## src/rtl/reg_access_seq_if.sv

```systemverilog
// Command/response handshake bundle for reg_access_seq.
//   master : command producer / response consumer (drives cmd_*, rsp_ready)
//   slave  : the sequencer (drives cmd_ready, rsp_valid, rsp_data)
// Signals
//   cmd_valid / cmd_ready  command handshake
//   cmd_op                 00 NOP, 01 WRITE, 10 READ, 11 SWAP
//   cmd_data               write data for WRITE/SWAP
//   rsp_valid / rsp_ready  response handshake
//   rsp_data               register value captured for READ/SWAP
interface reg_access_seq_if #(
  parameter int unsigned width = 16
) ();
  logic             cmd_valid;
  logic             cmd_ready;
  logic [1:0]       cmd_op;
  logic [width-1:0] cmd_data;
  logic             rsp_valid;
  logic             rsp_ready;
  logic [width-1:0] rsp_data;

  modport master (
    output cmd_valid, cmd_op, cmd_data, rsp_ready,
    input  cmd_ready, rsp_valid, rsp_data
  );

  modport slave (
    input  cmd_valid, cmd_op, cmd_data, rsp_ready,
    output cmd_ready, rsp_valid, rsp_data
  );
endinterface

```

## src/rtl/reg_access_seq.sv

```systemverilog
// Command sequencer in front of a width-bit storage register.
// Queues WRITE/READ/SWAP commands in a DEPTH-entry FIFO, drives the register's
// r/w/ip strobes one command at a time, and returns the captured register output
// for READ/SWAP on the response handshake.
// Ports
//   clk       system clock, all logic on posedge
//   reset     synchronous active-low reset
//   bus       command/response handshake (slave side)
//   reg_r     read strobe to storage register (high only in ISSUE)
//   reg_w     write strobe to storage register (high only in ISSUE)
//   reg_ip    write data to storage register
//   reg_op    storage register output, valid the cycle after reg_r
//   busy      FSM active or FIFO not empty
//   done_cnt  completed non-NOP commands, wraps 255 -> 0
module reg_access_seq #(
  parameter int unsigned width = 16,
  parameter int unsigned DEPTH = 4
) (
  input  logic             clk,
  input  logic             reset,
  reg_access_seq_if.slave  bus,
  output logic             reg_r,
  output logic             reg_w,
  output logic [width-1:0] reg_ip,
  input  logic [width-1:0] reg_op,
  output logic             busy,
  output logic [7:0]       done_cnt
);

  localparam int unsigned PtrW = (DEPTH > 1) ? $clog2(DEPTH) : 1;
  localparam int unsigned CntW = PtrW + 1;

  localparam logic [1:0] OpNop   = 2'b00;
  localparam logic [1:0] OpWrite = 2'b01;
  localparam logic [1:0] OpRead  = 2'b10;
  localparam logic [1:0] OpSwap  = 2'b11;

  typedef enum logic [1:0] {StIdle, StIssue, StCapt, StResp} state_e;

  // Command FIFO
  logic [1:0]       fifo_op   [DEPTH];
  logic [width-1:0] fifo_data [DEPTH];
  logic [PtrW-1:0]  wr_ptr_q, rd_ptr_q;
  logic [CntW-1:0]  count_q;
  logic             fifo_full, fifo_empty, push, pop;

  // FSM and registered outputs
  state_e           state_q;
  logic [1:0]       op_q;
  logic             rsp_valid_q;
  logic [width-1:0] rsp_data_q;
  logic [1:0]       head_op;
  logic [width-1:0] head_data;

  assign fifo_full  = (count_q == CntW'(DEPTH));
  assign fifo_empty = (count_q == '0);
  assign push       = bus.cmd_valid && !fifo_full;
  assign pop        = (state_q == StIdle) && !fifo_empty;
  assign head_op    = fifo_op[rd_ptr_q];
  assign head_data  = fifo_data[rd_ptr_q];

  assign bus.cmd_ready = !fifo_full;
  assign bus.rsp_valid = rsp_valid_q;
  assign bus.rsp_data  = rsp_data_q;
  assign busy          = (state_q != StIdle) || !fifo_empty;

  // Storage needs no reset; only the pointers define what is valid.
  always_ff @(posedge clk) begin
    if (push) begin
      fifo_op[wr_ptr_q]   <= bus.cmd_op;
      fifo_data[wr_ptr_q] <= bus.cmd_data;
    end
  end

  always_ff @(posedge clk) begin
    if (!reset) begin
      wr_ptr_q <= '0;
      rd_ptr_q <= '0;
      count_q  <= '0;
    end else begin
      // DEPTH is a power of two, so pointer overflow is the modulo wrap.
      if (push) wr_ptr_q <= wr_ptr_q + 1'b1;
      if (pop)  rd_ptr_q <= rd_ptr_q + 1'b1;
      case ({push, pop})
        2'b10:   count_q <= count_q + 1'b1;
        2'b01:   count_q <= count_q - 1'b1;
        default: count_q <= count_q;
      endcase
    end
  end

  always_ff @(posedge clk) begin
    if (!reset) begin
      state_q     <= StIdle;
      op_q        <= OpNop;
      reg_r       <= 1'b0;
      reg_w       <= 1'b0;
      reg_ip      <= '0;
      rsp_valid_q <= 1'b0;
      rsp_data_q  <= '0;
      done_cnt    <= '0;
    end else begin
      unique case (state_q)
        StIdle: begin
          // NOPs are popped and dropped without leaving IDLE.
          if (pop && head_op != OpNop) begin
            op_q    <= head_op;
            // Strobes are loaded here so they are high for exactly the ISSUE cycle.
            reg_r   <= (head_op == OpRead) || (head_op == OpSwap);
            reg_w   <= (head_op == OpWrite) || (head_op == OpSwap);
            if (head_op == OpWrite || head_op == OpSwap) reg_ip <= head_data;
            state_q <= StIssue;
          end
        end
        StIssue: begin
          reg_r <= 1'b0;
          reg_w <= 1'b0;
          if (op_q == OpWrite) begin
            done_cnt <= done_cnt + 8'd1;
            state_q  <= StIdle;
          end else begin
            state_q <= StCapt;
          end
        end
        StCapt: begin
          // reg_op was loaded on the ISSUE edge, before any SWAP write landed.
          rsp_data_q  <= reg_op;
          rsp_valid_q <= 1'b1;
          state_q     <= StResp;
        end
        StResp: begin
          if (bus.rsp_ready) begin
            rsp_valid_q <= 1'b0;
            done_cnt    <= done_cnt + 8'd1;
            state_q     <= StIdle;
          end
        end
        default: state_q <= StIdle;
      endcase
    end
  end

endmodule
```

## src/flat_wrapper.sv

```systemverilog
// flat-port wrapper written by rule: the top's interface ports become plain ports
module reg_access_seq_flat 
#(
  parameter int unsigned width = 16,
  parameter int unsigned DEPTH = 4
)
  (clk, reset, reg_r, reg_w, reg_ip, reg_op, busy, done_cnt, bus_cmd_valid, bus_cmd_op, bus_cmd_data, bus_rsp_ready, bus_cmd_ready, bus_rsp_valid, bus_rsp_data);
  reg_access_seq_if #(.width(width)) bus_i ();
  input  logic clk;
  input  logic reset;
  output logic reg_r;
  output logic reg_w;
  output logic [width-1:0] reg_ip;
  input  logic [width-1:0] reg_op;
  output logic busy;
  output logic [7:0] done_cnt;
  input wire logic [$bits(bus_i.cmd_valid)-1:0] bus_cmd_valid;
  input wire logic [$bits(bus_i.cmd_op)-1:0] bus_cmd_op;
  input wire logic [$bits(bus_i.cmd_data)-1:0] bus_cmd_data;
  input wire logic [$bits(bus_i.rsp_ready)-1:0] bus_rsp_ready;
  output wire logic [$bits(bus_i.cmd_ready)-1:0] bus_cmd_ready;
  output wire logic [$bits(bus_i.rsp_valid)-1:0] bus_rsp_valid;
  output wire logic [$bits(bus_i.rsp_data)-1:0] bus_rsp_data;
  assign bus_i.cmd_valid = bus_cmd_valid;
  assign bus_i.cmd_op = bus_cmd_op;
  assign bus_i.cmd_data = bus_cmd_data;
  assign bus_i.rsp_ready = bus_rsp_ready;
  assign bus_cmd_ready = bus_i.cmd_ready;
  assign bus_rsp_valid = bus_i.rsp_valid;
  assign bus_rsp_data = bus_i.rsp_data;
  reg_access_seq #(.width(width), .DEPTH(DEPTH)) u_core (.clk(clk), .reset(reset), .bus(bus_i), .reg_r(reg_r), .reg_w(reg_w), .reg_ip(reg_ip), .reg_op(reg_op), .busy(busy), .done_cnt(done_cnt));
endmodule
```

## config.mk

```make
export PLATFORM = sky130hd
export DESIGN_NAME = reg_access_seq_flat
export DESIGN_NICKNAME = d
export VERILOG_FILES = /design/src/rtl/reg_access_seq_if.sv /design/src/rtl/reg_access_seq.sv /design/src/flat_wrapper.sv
export SDC_FILE = /design/constraint.sdc
export NUM_CORES = 1
export LEC_CHECK = 0
export ABC_AREA = 1
export CORE_AREA = 2 2 131 133
export DETAILED_ROUTE_END_ITERATION = 10
export DIE_AREA = 0 0 133 135
export MAX_ROUTING_LAYER = met4
export PLACE_DENSITY = 0.61
export SLEW_MARGIN = 20
export SYNTH_ARGS = -nofsm -noshare
export SYNTH_HDL_FRONTEND = slang
export SYNTH_SLANG_ARGS = --single-unit
```

## constraint.sdc

```tcl
create_clock -name clk -period 1.92 [get_ports clk]
set_input_delay 0.48 -clock clk [delete_from_list [all_inputs] [get_ports clk]]
set_output_delay 0.48 -clock clk [all_outputs]
set_load 0.005 [all_outputs]
```

# After elaboration in Yosys (flattened, before gate mapping)
# Memory sizes are Yosys's and may differ from the RTL's. A register that Yosys moved wholly into a read port is not among the register bits.
# Index checks and enable logic that the tools add are counted.
[word_totals]
regBits = 38
mem_bits_rw = 72
in_bits = 38
out_inout_bits = 45
elab_cells = 71
mem_count = 2
[mem_list]
columns = ["memory", "depth", "width", "rd", "rd_clocked_by_memory_dff", "wr", "line_no", "text"]
rows = [
  ["u_core.fifo_data", 4, 16, 1, 1, 1, "reg_access_seq.sv:42", "logic [width-1:0] fifo_data [DEPTH];"],
  ["u_core.fifo_op", 4, 2, 1, 1, 1, "reg_access_seq.sv:41", "logic [1:0] fifo_op [DEPTH];"],
]
[op_classes]
addsub = 5
eq_ne = 13
mux = 18
reduce_logical = 23
[op_table]
columns = ["op", "n"]
rows = [
  ["$mux W8", 2],
  ["$pmux W8 S2", 1],
  ["$reduce_bool A2 Y1", 6],
  ["$eq A2 B2 Y1 const B", 5],
  ["$mux W2", 5],
  ["$add A8 B1 Y8 const B", 1],
  ["$eq A2 B1 Y1 const B", 4],
  ["$pmux W2 S4", 1],
  ["$reduce_and A2 Y1", 4],
  ["$pmux W1 S2", 3],
  ["$pmux W3 S2", 1],
  ["$reduce_and A3 Y1", 2],
  ["$mux W1", 5],
  ["$add A2 B1 Y2 const B", 2],
  ["$ne A2 B2 Y1 const B", 2],
  ["$add A3 B1 Y3 const B", 1],
  ["$eq A3 B3 Y1 const B", 1],
  ["$logic_and A1 B1 Y1", 3],
  ["$logic_not A1 Y1", 3],
  ["$logic_not A3 Y1", 1],
  ["$logic_or A1 B1 Y1", 3],
  ["$sub A3 B1 Y3 const B", 1],
  ["$logic_not A2 Y1", 1],
  ["$ne A2 B1 Y1 const B", 1],
]

# Logic depth before layout (Yosys ltp)
# Gate-level depths: netlist (run 1).
[depth]
word_depth = 6
depth_mapped = 10

# Worst setup path after synthesis (run 1)
# Ideal clock, no wire load.
[synth_timing]
path_type = "reg2reg"
from = "register u_core.count_q[1]"
to = "memory u_core.fifo_data[0][0] (enable)"
setup_ns = 0.393
t_arrival_ns = 1.505
required_time_ns = 1.527
slack_ns = 0.023
stages_incl_launch_ff = 5
n_path_buf = 0
path_cell_list = "dfxtp_1 inv_1 nand3_1 nand2_1 nor2_1"
[synth_via]
elab_chain_len = 5
[synth_lines]
columns = ["item", "line_no", "text"]
rows = [
  ["start, declared", "reg_access_seq.sv:44", "logic [CntW-1:0] count_q;"],
  ["start signal, assigned", "reg_access_seq.sv:85", "2'b10: count_q <= count_q + 1'b1;"],
  ["start signal, assigned", "reg_access_seq.sv:86", "2'b01: count_q <= count_q - 1'b1;"],
  ["start signal, assigned", "reg_access_seq.sv:87", "default: count_q <= count_q;"],
  ["$eq A3 B3 Y1", "reg_access_seq.sv:55", "assign fifo_full = (count_q == CntW'(DEPTH));"],
  ["$logic_not A1 Y1", "--", ""],
  ["via bus_cmd_ready", "flat_wrapper.sv:21", "output wire logic [$bits(bus_i.cmd_ready)-1:0] bus_cmd_ready;"],
  ["$logic_and A1 B1 Y1", "reg_access_seq.sv:57", "assign push = bus.cmd_valid && !fifo_full;"],
  ["$mux W1", "reg_access_seq.sv:69", "if (push) begin"],
  ["$mux W1 (implied by the code)", "reg_access_seq.sv:71", "fifo_data[wr_ptr_q] <= bus.cmd_data;"],
  ["end, declared", "reg_access_seq.sv:42", ""],
]
# The timed path passes the listed nets, and every way through them passes these cells.

==> flow_summary_export.csv, run 1 <==
group,metric,value,unit
run_status,outcome,"finished clean",
synthesis,syn_inst,461,
cells_and_area,antennaDiodeCount,0,
routing,drtIter0Drc,216,
synthesis,synth.distinct_cells,29,
synthesis,synth_seq_area_share,67.6,%
critical_path,r2r-end,"u_core.count_q[2]",
timing,finalSetupTns,0,ns
critical_path,path_class,"reg -> out",
critical_path,reg2regPathDepth,9,
min_path,min_from,"u_core.op_q[0]",
critical_path,cp_max_fo,2,
cells_and_area,final_cells,796,
critical_path,reg2reg_from,"u_core.count_q[1]",
global_routing,grt_pass1_vias,3494,
critical_path,path_delay_family,"simple AND/OR/NAND/NOR gates",
critical_path,cp.arrival,1.41,ns
cells_and_area,syn_to_final_growth,36.6,%
floorplan,die_w,133,um
clock_network,cts_tree,"done",
routing,post_drt_wl_per_cell,13.6,um
job,max-cap-violations,0,
critical_path,slowest_stage,"or4_4",
clock_network,hold_buffers,0,
routing,vias,3580,
critical_path,critPathCaptureType,"output port",
timing,period_minus_slack,1.89,ns
global_routing,grt.total_usage,12.6,%
global_routing,grt-ovfl-total,0,
floorplan,die_h,135,um
timing,setup_viol,0,
placement,gp_congestion,0.808,
synthesis,synth_area,4860,um^2
global_routing,grt_first_pass_wirelength,17.0,mm
synthesis,synth_warnings,0,
timing,fin_crit_sh,98.6,%
timing,hold_ws,0.463,ns
routing,post-route-drc-count,0,
critical_path,rrSetupSlack,0.14,ns
clock_network,insertion_delay,0.41,ns
timing,hold_viol,0,
critical_path,path_cells,"inv_2, nand2_4, or4_4, buf_6",
min_path,hp-class,"reg -> reg",
min_path,hold_end,"u_core.op_q[0]",
timing,maxSlewViolCount,0,
critical_path,crit_cells,4,
pwr,power_density,1470,nW/um^2
routing,viasPerCell,4.50,
clock_network,cts_root_buf,"clkbuf_16",
clock_network,cts_buffers,17,
timing,fmax,0.528,GHz
routing,firstDrtPassIters,4,
pwr,total_power,9.77,mW
critical_path,critPathMaxStageDelay,0.42,ns
clock_network,numClockSinks,128,
placement,dp_hpwl,7.14,mm
routing,postRouteAntennaNets,0,
min_path,hold_path_depth,2,
clock_network,clockBufferDepth,2,
pwr,ir_drop,0.748,mV
cells_and_area,nets,608,
floorplan,initial_utilization,29.6,%
timing,relSlewSlack,36.2,%
clock_network,ctsHtreeMaxLevel,4,
cells_and_area,drive_gt1_share,11.5,%
floorplan,row_count,47,
synthesis,ys_ff_latch,128,
timing,fin_skew,0.00609,ns
global_routing,grt_max_degree,37,
floorplan,io_pins,83,
synthesis,syn-num-nets,506,
timing,rsz0062_at_grt,"true",
placement,place_inst,763,
timing,worstMarginPinSlew,0.956,ns
synthesis,syn_area_per_cell,10.5,um^2
placement,io_buffers,82,
critical_path,cp_data_required_time,1.44,ns
pwr,cellLeakagePower,2.42,nW
routing,drt-total-wl,10.8,mm
floorplan,die_area,18000,um^2
critical_path,cp_num_buf_inv,2,
floorplan,core_area,16400,um^2
critical_path,critPathLaunchType,"flop",
global_routing,antenna_found_initial,0,
clock_network,cts.clk_slew.worst_paths,0.06,ns
[worst min-delay path, delay by kind of cell (launching register included)]
| family | cells | cell delay [ns] |
|---|---|---|
| AND/OR/NAND/NOR | 1 | 0.06 |
| AO/OA/AOI/OAI | 1 | 0.05 |
| flip-flops | 1 | 0.31 |
[metal layers]
metal | GRT usage, % | up-vias | part of all wire [%]
met3 | 4.05 | 14 | 6.8
met1 | 14.9 | 1666 | 45
met5 | - | - | 0
met4 | 5.08 | 0 | 1.1
met2 | 20.0 | 110 | 47
li1 | - | 1790 | -
[power by group]
part	internal, mW	switching [mW]
clock network	1.79	1.22
registers	3.43	0.243
logic	1.40	1.69
total	6.62	3.15
[what timing repair did]
item,4_1_cts,5_1_grt
endpoints found under the setup margin,2,2
setup buffers,0,1
gates resized for setup,8,6
[final cells by class]
| cell class | count | area (um^2) |
|---|---|---|
| clock buffers | 17 | 425 |
| clock inverters | 15 | 135 |
| fillers | 1503 | 9770 |
| flip-flops and latches | 128 | 3290 |
| repair buffers | 102 | 1020 |
| well taps | 220 | 275 |
| multi-input cells | 278 | 1350 |
| inverters | 36 | 140 |
[per-stage QoR]
stage,setup slack [ns],cell area (um^2),utilization [%]
2_1_floorplan,0.0227,4860,-
3_5_place_dp,-0.242,6050,36.9
5_1_grt,-0.0278,6640,40.4
6_report,0.0267,6640,40.4
4_1_cts,-0.00244,6610,40.3
3_3_place_gp,-0.192,6050,36.9
[registers in the layout, indices dropped and copies added (netlist names), named ones only]
name	cells
u_core.reg_ip	16
u_core.op_q	2
u_core.count_q	3
u_core.bus.rsp_valid	1
u_core.bus.rsp_data	16
u_core.rd_ptr_q	2
u_core.fifo_op	8
u_core.wr_ptr_q	2
u_core.reg_w	1
u_core.fifo_data	64
u_core.reg_r	1
u_core.done_cnt	8
u_core.state_q	1
[worst max path at each step]
| stage | start | to | slack (ns) |
|---|---|---|---|
| 2_1_floorplan | u_core.count_q[1] | u_core.fifo_data[0][0] | 0.02 |
| 3_3_place_gp | bus_cmd_valid | u_core.count_q[2] | -0.19 |
| 3_5_place_dp | bus_cmd_valid | u_core.count_q[2] | -0.24 |
| 4_1_cts | u_core.state_q[0] | busy | -0.002 |
| 5_1_grt | u_core.state_q[0] | busy | -0.03 |
| 6_report | flop | busy | 0.03 |
[kinds of logic (layout without fill, tap and decap cells)]
kind of cell / Yosys count / count (layout) / share of synthesized area (%)
XOR/XNOR: 2 / 2 / 0.361
flip-flops: 128 / 128 / 67.6
adder cells (fa/ha/maj): 7 / 7 / 1.96
buffers and inverters: 55 / 170 / 4.74
AND/OR/NAND/NOR: 152 / 152 / 12.4
AO/OA/AOI/OAI: 117 / 117 / 12.9
[synthesized netlist by cell type]
master	n	area [um^2]
nor2_1	106	398
edfxtp_1	72	2160
o21ai_0	70	350
dfxtp_1	56	1120
inv_1	31	116
nand2_1	27	101
a21oi_1	20	100
o22ai_1	16	100
clkbuf_1	14	52.6
nand3_1	9	45.0
o21ai_1	8	40.0
ha_1	6	75.1
nor3_1	4	20.0
buf_2	3	15.0
inv_2	3	11.3
buf_6	2	22.5
nand2_2	2	12.5
a211oi_1	1	7.51
a31oi_1	1	6.26
a31oi_4	1	21.3
clkinv_1	1	3.75
clkinv_4	1	8.76
fa_1	1	20.0
nand4_1	1	6.26
nor2_2	1	6.26
nor3b_1	1	7.51
or4_1	1	7.51
xnor2_1	1	8.76
xor2_1	1	8.76
[cell usage in the layout, fill, tap and decap left out]
cell,count
o22ai_1,16
nand2_1,27
xor2_1,1
ha_1,6
o21ai_0,69
nand4_1,1
dfxtp_1,53
buf_12,4
clkbuf_16,17
nor2_1,106
nor3_1,4
clkinvlp_4,3
clkdlybuf4s50_1,80
clkinv_2,3
o21ai_1,9
a31oi_1,1
a211oi_1,1
fa_1,1
nand2_4,1
edfxtp_1,72
inv_2,5
dlygate4sd2_1,1
bufinv_16,1
buf_6,1
a31oi_4,1
or4_4,1
inv_1,29
nand3_1,9
clkinv_1,2
nor2_2,1
nand2_2,1
a21oi_1,20
nor3b_1,1
inv_8,1
clkinv_4,3
inv_6,4
dfxtp_2,3
xnor2_1,1
buf_4,16
Note: power is estimated with default switching activity, not from simulation.
==> run 2: changes to the inputs <==
--- a/config.mk
+++ b/config.mk
@@ -5,12 +5,12 @@
 export SDC_FILE = /design/constraint.sdc
 export NUM_CORES = 1
 export LEC_CHECK = 0
-export ABC_AREA = 1
-export CORE_AREA = 2 2 131 133
+export CORE_AREA = 2 2 130 132
 export DETAILED_ROUTE_END_ITERATION = 10
-export DIE_AREA = 0 0 133 135
+export DIE_AREA = 0 0 132 134
 export MAX_ROUTING_LAYER = met4
-export PLACE_DENSITY = 0.61
+export PLACE_DENSITY = 0.62
+export SETUP_SLACK_MARGIN = 0.5
 export SLEW_MARGIN = 20
 export SYNTH_ARGS = -nofsm -noshare
 export SYNTH_HDL_FRONTEND = slang
==> run 2 against run 1 <==
The flow now finishes with violations (negative setup slack). Clock-buffer cell count increased by 4. Flip-flop and latch count unchanged. Synthesized cell count decreased by 22%. Register-to-register slack got worse by 0.32 ns. Global-route usage increased by 2.6 points. Combinational power increased by 1%. Worst setup slack got worse by 0.21 ns. Sequential power about the same. Highest routed layer unchanged.
==> flow_summary_export.csv, run 2 <==
group,metric,value,unit
clock_network,cts_tree,"done",
routing,drtIter0Drc,168,
synthesis,yosysTopAreaCellShare,44.7,%
cells_and_area,nets,559,
timing,finalSetupTns,-0.310,ns
min_path,hp-class,"reg -> reg",
synthesis,syn_inst,361,
cells_and_area,syn_to_final_growth,52.6,%
synthesis,synthArstFlopShare,0,%
synthesis,synth_seq_area_share,67.9,%
critical_path,crit_start,"u_core.count_q[1]",
timing,relSlewSlack,77.9,%
timing,worstMarginPinSlew,0.330,ns
clock_network,insertion_delay,0.42,ns
pwr,p_sw,2.76,mW
floorplan,die_area,17700,um^2
synthesis,syn_area_per_cell,13.4,um^2
timing,fin_crit_sh,109,%
routing,post_drt_wl_per_cell,16.7,um
pwr,intPower,7.20,mW
floorplan,die_w,132,um
cells_and_area,largest-register,"u_core.fifo_data",
global_routing,grt_max_degree,38,
routing,drt-total-wl,12.5,mm
critical_path,path_class,"reg -> reg",
cells_and_area,fill_cells,1481,
timing,fin_skew,0.0140,ns
global_routing,grt-ovfl-total,0,
critical_path,reg2regPathDepth,9,
timing,maxSlewViolCount,0,
placement,gp_congestion,0.740,
synthesis,yosysMostFrequentCell,"edfxtp_1",
synthesis,synth_area,4830,um^2
clock_network,numClockSinks,128,
cells_and_area,largest_reg_flops,64,
cells_and_area,drive_gt1_share,44.0,%
synthesis,syn-num-nets,406,
pwr,ir_drop,0.822,mV
job,max-cap-violations,0,
floorplan,die_h,134,um
run_status,violations,"negative setup slack",
pwr,pwr-share-clk,32.1,%
global_routing,antenna_found_initial,0,
cells_and_area,fin_util,45.3,%
timing,fmax,0.476,GHz
min_path,hold_path_depth,2,
cells_and_area,layout_common_cells,"72 x edfxtp_1, 57 x nand2_1, 44 x buf_2",
routing,vias,3462,
timing,period_minus_slack,2.10,ns
clock_network,cts_buffers,17,
floorplan,initial_utilization,29.7,%
placement,io_buffers,82,
critical_path,cp_data_required_time,2.26,ns
synthesis,synth.distinct_cells,39,
critical_path,critPathLaunchType,"flop",
synthesis,synth_top_cell_by_area,"edfxtp_1",
routing,postRouteAntennaNets,0,
timing,setup_slack,-0.180,ns
pwr,pwr-share-comb,31.4,%
placement,dp_hpwl,6.69,mm
critical_path,r2r-end,"u_core.count_q[2]",
synthesis,synth_common_cells,"72 x edfxtp_1, 57 x nand2_1, 56 x dfxtp_1, 28 x a21oi_1, 21 x nand3_1",
timing,rsz0062_at_grt,"true",
synthesis,synth_ff_type,"edfxtp_1",
placement,place_inst,671,
synthesis,ys_ff_latch,128,
pwr,cellLeakagePower,2.78,nW
critical_path,reg2reg_from,"u_core.count_q[1]",
pwr,switching_share,27.7,%
floorplan,row_count,47,
routing,post-route-drc-count,0,
global_routing,grt.total_usage,15.2,%
floorplan,io_pins,83,
pwr,p_seq_share,36.5,%
clock_network,cts_root_buf,"clkbuf_16",
clock_network,cts.clk_slew.worst_paths,0.06,ns
synthesis,synth_edf_count,72,
routing,viasPerCell,4.63,
routing,firstDrtPassIters,6,
cells_and_area,final_cells,747,
critical_path,cp.arrival,2.44,ns
cells_and_area,layout_commonest_cell,"edfxtp_1",
critical_path,rrSetupSlack,-0.18,ns
timing,setup_viol,2,
run_status,outcome,"finished with violations",
global_routing,grt_first_pass_wirelength,19.5,mm
timing,hold_viol,0,
global_routing,grt_pass1_vias,3597,
floorplan,core_area,16300,um^2
synthesis,synth_warnings,0,
clock_network,clockBufferDepth,2,
clock_network,ctsHtreeMaxLevel,4,
critical_path,endpoint,"u_core.count_q[2]",
pwr,power_density,1350,nW/um^2
cells_and_area,antennaDiodeCount,0,
critical_path,cp_max_fo,2,
critical_path,critPathCaptureType,"flop",
synthesis,yosys-top-cells-area,"edfxtp_1 45%, dfxtp_1 23%, mux4_2 8.4%",
## run 2: cell types whose count changed in the layout (fill, tap and decap cells not counted), sizes merged, moves of 16 or more
cell           before  now
buf                21  115
o21ai              78   24
o22ai              16    0
nand2              29   57
clkdlybuf4s50      80   37
mux4                0   18
nor2              107   13
inv                39    8
## run 2: cells by family (layout without fill, tap and decap cells)
logic type                 count (synthesis)  after routing  synth area share (%)
muxes                                     19             19                  8.60
DFF                                      128            128                  67.9
AOI/OAI and AO/OA                         59             59                  6.63
adders and majority gates                  7              7                  1.97
and+or+nand+nor                          114            114                  11.0
buffers and inverters                     27            193                  2.64
xor gates and xnor gates                   7              7                  1.27
## run 2: through the flow
| stage | cell area [um^2] | total power, mW | hold slack (ns) | setup WS, ns |
|---|---|---|---|---|
| 2_1_floorplan | 4870 | 4.94 | 0.436 | -0.124 |
| 3_3_place_gp | 6150 | 6.01 | 0.446 | -0.326 |
| 3_5_place_dp | 6150 | 6.08 | 0.448 | -0.381 |
| 4_1_cts | 7280 | 9.95 | 0.451 | -0.133 |
| 5_1_grt | 7380 | 10.4 | 0.466 | -0.227 |
| 6_report | 7380 | 9.96 | 0.450 | -0.180 |
## run 2: routing by layer
layer  vias up  routed length [um]  global-route usage [%]
met5         -                   0                       -
met4         0                 204                    6.22
met3        20                 655                    4.38
met2        95                6410                    25.9
met1      1711                5190                    16.9
li1       1636                   -                       -
## run 2: area by class of cell
| cell class | instances | area (um^2) | area share, % |
|---|---|---|---|
| clock buffer | 21 | 450 | 6.11 |
| clock inverter | 11 | 139 | 1.88 |
| inverter | 8 | 32.5 | 0.441 |
| multi-input combinational | 206 | 1550 | 21.0 |
| sequential | 128 | 3350 | 45.5 |
| tap | 220 | 275 | 3.73 |
| timing repair buffer | 153 | 1580 | 21.4 |
## run 2: worst max-delay path, cell delays in order, from the launching register on
cell     delay [ns]
dfxtp_2        0.31
or3b_4         0.39
and2_4         0.16
inv_4          0.05
ha_4           0.12
inv_2          0.04
fa_2           0.32
xor2_1         0.15
or3_1          0.33
a21oi_1        0.14
## run 2: repair_timing
item | 4_1_cts | 5_1_grt
gates cloned | 14 | 0
hold buffers | 0 | 0
setup endpoints to repair | 146 | 116
gates resized for setup | 252 | 20
pin swaps | 12 | 9
hold endpoints to repair | 0 | 0
setup buffers | 26 | 4
## run 2: power groups by stage
stage               sequential [mW]  combinational, mW  clock (mW)
floorplan                      3.63               1.30           0
global placement               3.63               2.38           0
detailed placement             3.65               2.43           0
CTS                            3.63               3.03        3.28
global route                   3.69               3.37        3.38
finish                         3.64               3.13        3.20
## run 2: how the worst min path moves through the flow
stage / from / to / slack, ns
CTS: u_core.bus.rsp_data[0] / u_core.bus.rsp_data[0] / 0.45
finish: u_core.reg_ip[14] / u_core.reg_ip[14] / 0.45
global route: u_core.bus.rsp_data[0] / u_core.bus.rsp_data[0] / 0.47
floorplan: u_core.op_q[0] / u_core.op_q[0] / 0.44
global placement: u_core.bus.rsp_data[8] / u_core.bus.rsp_data[8] / 0.45
detailed placement: u_core.bus.rsp_data[0] / u_core.bus.rsp_data[0] / 0.45
==> run 3: changes to the inputs <==
--- a/config.mk
+++ b/config.mk
@@ -9,7 +9,7 @@
 export DETAILED_ROUTE_END_ITERATION = 10
 export DIE_AREA = 0 0 132 134
 export MAX_ROUTING_LAYER = met4
-export PLACE_DENSITY = 0.62
+export PLACE_DENSITY = 0.55
 export SETUP_SLACK_MARGIN = 0.5
 export SLEW_MARGIN = 20
 export SYNTH_ARGS = -nofsm -noshare
==> run 3 against run 2 <==
The flow still finishes with violations (negative setup slack). Non-clock buffer count fell by 6. Routed wire length rose by 0.22%. Cell count fell by 0.80%. Via count fell by 1.8%. Worst setup slack improved by 0.019 ns. Register-to-register slack improved by 0.02 ns. Global-route usage fell by 0.29 points. Critical path type unchanged.
==> flow_summary_export.csv, run 3 (synthesized netlist as in run 2, its figures left out) <==
group,metric,value,unit
run_status,outcome,"finished with violations",
run_status,violations,"negative setup slack",
global_routing,grtUsageMet1,17.7,%
global_routing,use_met2,24.4,%
floorplan,initial_utilization,29.7,%
timing,fmax,0.481,GHz
floorplan,io_pins,83,
pwr,cellLeakagePower,2.78,nW
timing,finalSetupTns,-0.190,ns
clock_network,cts.clk_slew.worst_paths,0.05,ns
global_routing,grt_max_degree,33,
timing,setup_slack,-0.160,ns
timing,hold_ws,0.450,ns
cells_and_area,largest_reg_flops,64,
clock_network,numClockSinks,128,
cells_and_area,nets,553,
timing,rsz0062_at_grt,"true",
cells_and_area,fin_util,45.7,%
pwr,power_density,1390,nW/um^2
pwr,p_sw,2.89,mW
placement,dp_slack,-0.424,ns
pwr,pwr-share-clk,31.3,%
routing,post-route-drc-count,0,
clock_network,cts_buffers,17,
cells_and_area,largest-register,"u_core.fifo_data",
placement,post_dp_cell_area,6140,um^2
cells_and_area,antennaDiodeCount,0,
global_routing,antenna_found_initial,0,
routing,viasPerCell,4.59,
placement,dp_hpwl,6.85,mm
routing,drtIter0Drc,176,
global_routing,top_usage_layer,"met2",
global_routing,grt_first_pass_wirelength,19.2,mm
timing,relSlewSlack,77.0,%
routing,firstDrtPassIters,4,
cells_and_area,layout_common_cells,"72 x edfxtp_1, 57 x nand2_1, 44 x dfxtp_2, 44 x buf_2, 37 x clkdlybuf4s50_1",
min_path,hp-class,"reg -> reg",
cells_and_area,syn_to_final_growth,54.0,%
timing,setup_viol,2,
global_routing,gr-usage-met3,4.50,%
routing,post_drt_wl_per_cell,16.9,um
clock_network,insertion_delay,0.41,ns
critical_path,critPathLaunchType,"flop",
clock_network,clockBufferDepth,2,
timing,period_minus_slack,2.08,ns
timing,fin_crit_sh,108,%
pwr,intPower,7.44,mW
critical_path,cp.arrival,2.41,ns
routing,postRouteAntennaNets,0,
pwr,pwr-share-comb,33.0,%
critical_path,path_class,"reg -> reg",
global_routing,grt_pass1_vias,3443,
routing,drt-total-wl,12.5,mm
floorplan,die_w,132,um
clock_network,ctsHtreeMaxLevel,4,
floorplan,die_h,134,um
critical_path,cp_data_required_time,2.25,ns
global_routing,grt.total_usage,15.0,%
floorplan,core_area,16300,um^2
job,max-cap-violations,0,
cells_and_area,final_area,7440,um^2
critical_path,critPathCaptureType,"flop",
placement,io_buffers,82,
pwr,ir_drop,0.721,mV
global_routing,grt-ovfl-total,0,
cells_and_area,layout_commonest_cell,"edfxtp_1",
placement,gp_congestion,0.730,
timing,worstMarginPinSlew,0.344,ns
clock_network,cts_tree,"done",
timing,hold_viol,0,
pwr,switching_share,28.0,%
routing,vias,3401,
timing,maxSlewViolCount,0,
floorplan,die_area,17700,um^2
pwr,p_seq_share,35.6,%
clock_network,hold_buffers,0,
clock_network,cts_root_buf,"clkbuf_16",
floorplan,row_count,47,
cells_and_area,drive_gt1_share,48.4,%
critical_path,cp_max_fo,2,
timing,fin_skew,0.00942,ns
==> run 3: critical path, cell delays in order (launching register included) <==
cell     delay, ns
dfxtp_2       0.32
or3b_4        0.40
and2_4        0.16
inv_4         0.05
ha_4          0.12
inv_2         0.04
fa_2          0.33
xor2_1        0.16
or3_1         0.31
a21oi_1       0.12
==> run 3: area by class of cell <==
| cell class | instances | area, um^2 |
|---|---|---|
| fillers | 1480 | 8850 |
| clock inverters | 7 | 66.3 |
| inverters | 8 | 32.5 |
| well taps | 220 | 275 |
| clock buffers | 25 | 549 |
| flip-flops and latches | 128 | 3350 |
| repair buffers | 147 | 1490 |
| multi-input cells | 206 | 1670 |
==> run 3: timing repair <==
| action | CTS | global route |
|---|---|---|
| cloned | 9 | 4 |
| gates resized for setup | 269 | 35 |
| buffers inserted | 16 | 8 |
| hold endpoints to repair | 0 | 0 |
| pin swaps | 25 | 20 |
| setup endpoints to repair | 143 | 120 |
==> run 3: routing by layer <==
metal | wire [um] | vias to the layer above
li1 | - | 1627
met1 | 5380 | 1655
met2 | 6240 | 102
met3 | 688 | 17
met4 | 176 | 0
met5 | 0 | -
==> run 3: path summary, 6_finish.rpt <==
path,startpoint,endpoint,slack (ns),depth (start not counted)
max,u_core.count_q[1],u_core.count_q[2],-0.16,9
min,u_core.bus.rsp_data[0],u_core.bus.rsp_data[0],0.45,2
max reg2reg,u_core.count_q[1],u_core.count_q[2],-0.16,9
min reg2reg,u_core.bus.rsp_data[0],u_core.bus.rsp_data[0],0.45,2
==> run 3: stage by stage <==
| stage | cells | power [mW] |
|---|---|---|
| floorplan | 361 | 4.94 |
| global placement | 672 | 6.00 |
| detailed placement | 672 | 6.06 |
| CTS | 729 | 10.1 |
| global route | 741 | 10.8 |
| finish | 741 | 10.3 |
==> run 3: power groups by stage <==
| stage | sequential, mW | clock, mW | combinational, mW |
|---|---|---|---|
| finish | 3.68 | 3.24 | 3.41 |
| global route | 3.73 | 3.42 | 3.69 |
| CTS | 3.66 | 3.31 | 3.15 |
| detailed placement | 3.65 | 0 | 2.41 |
| global placement | 3.63 | 0 | 2.37 |
| floorplan | 3.63 | 0 | 1.30 |
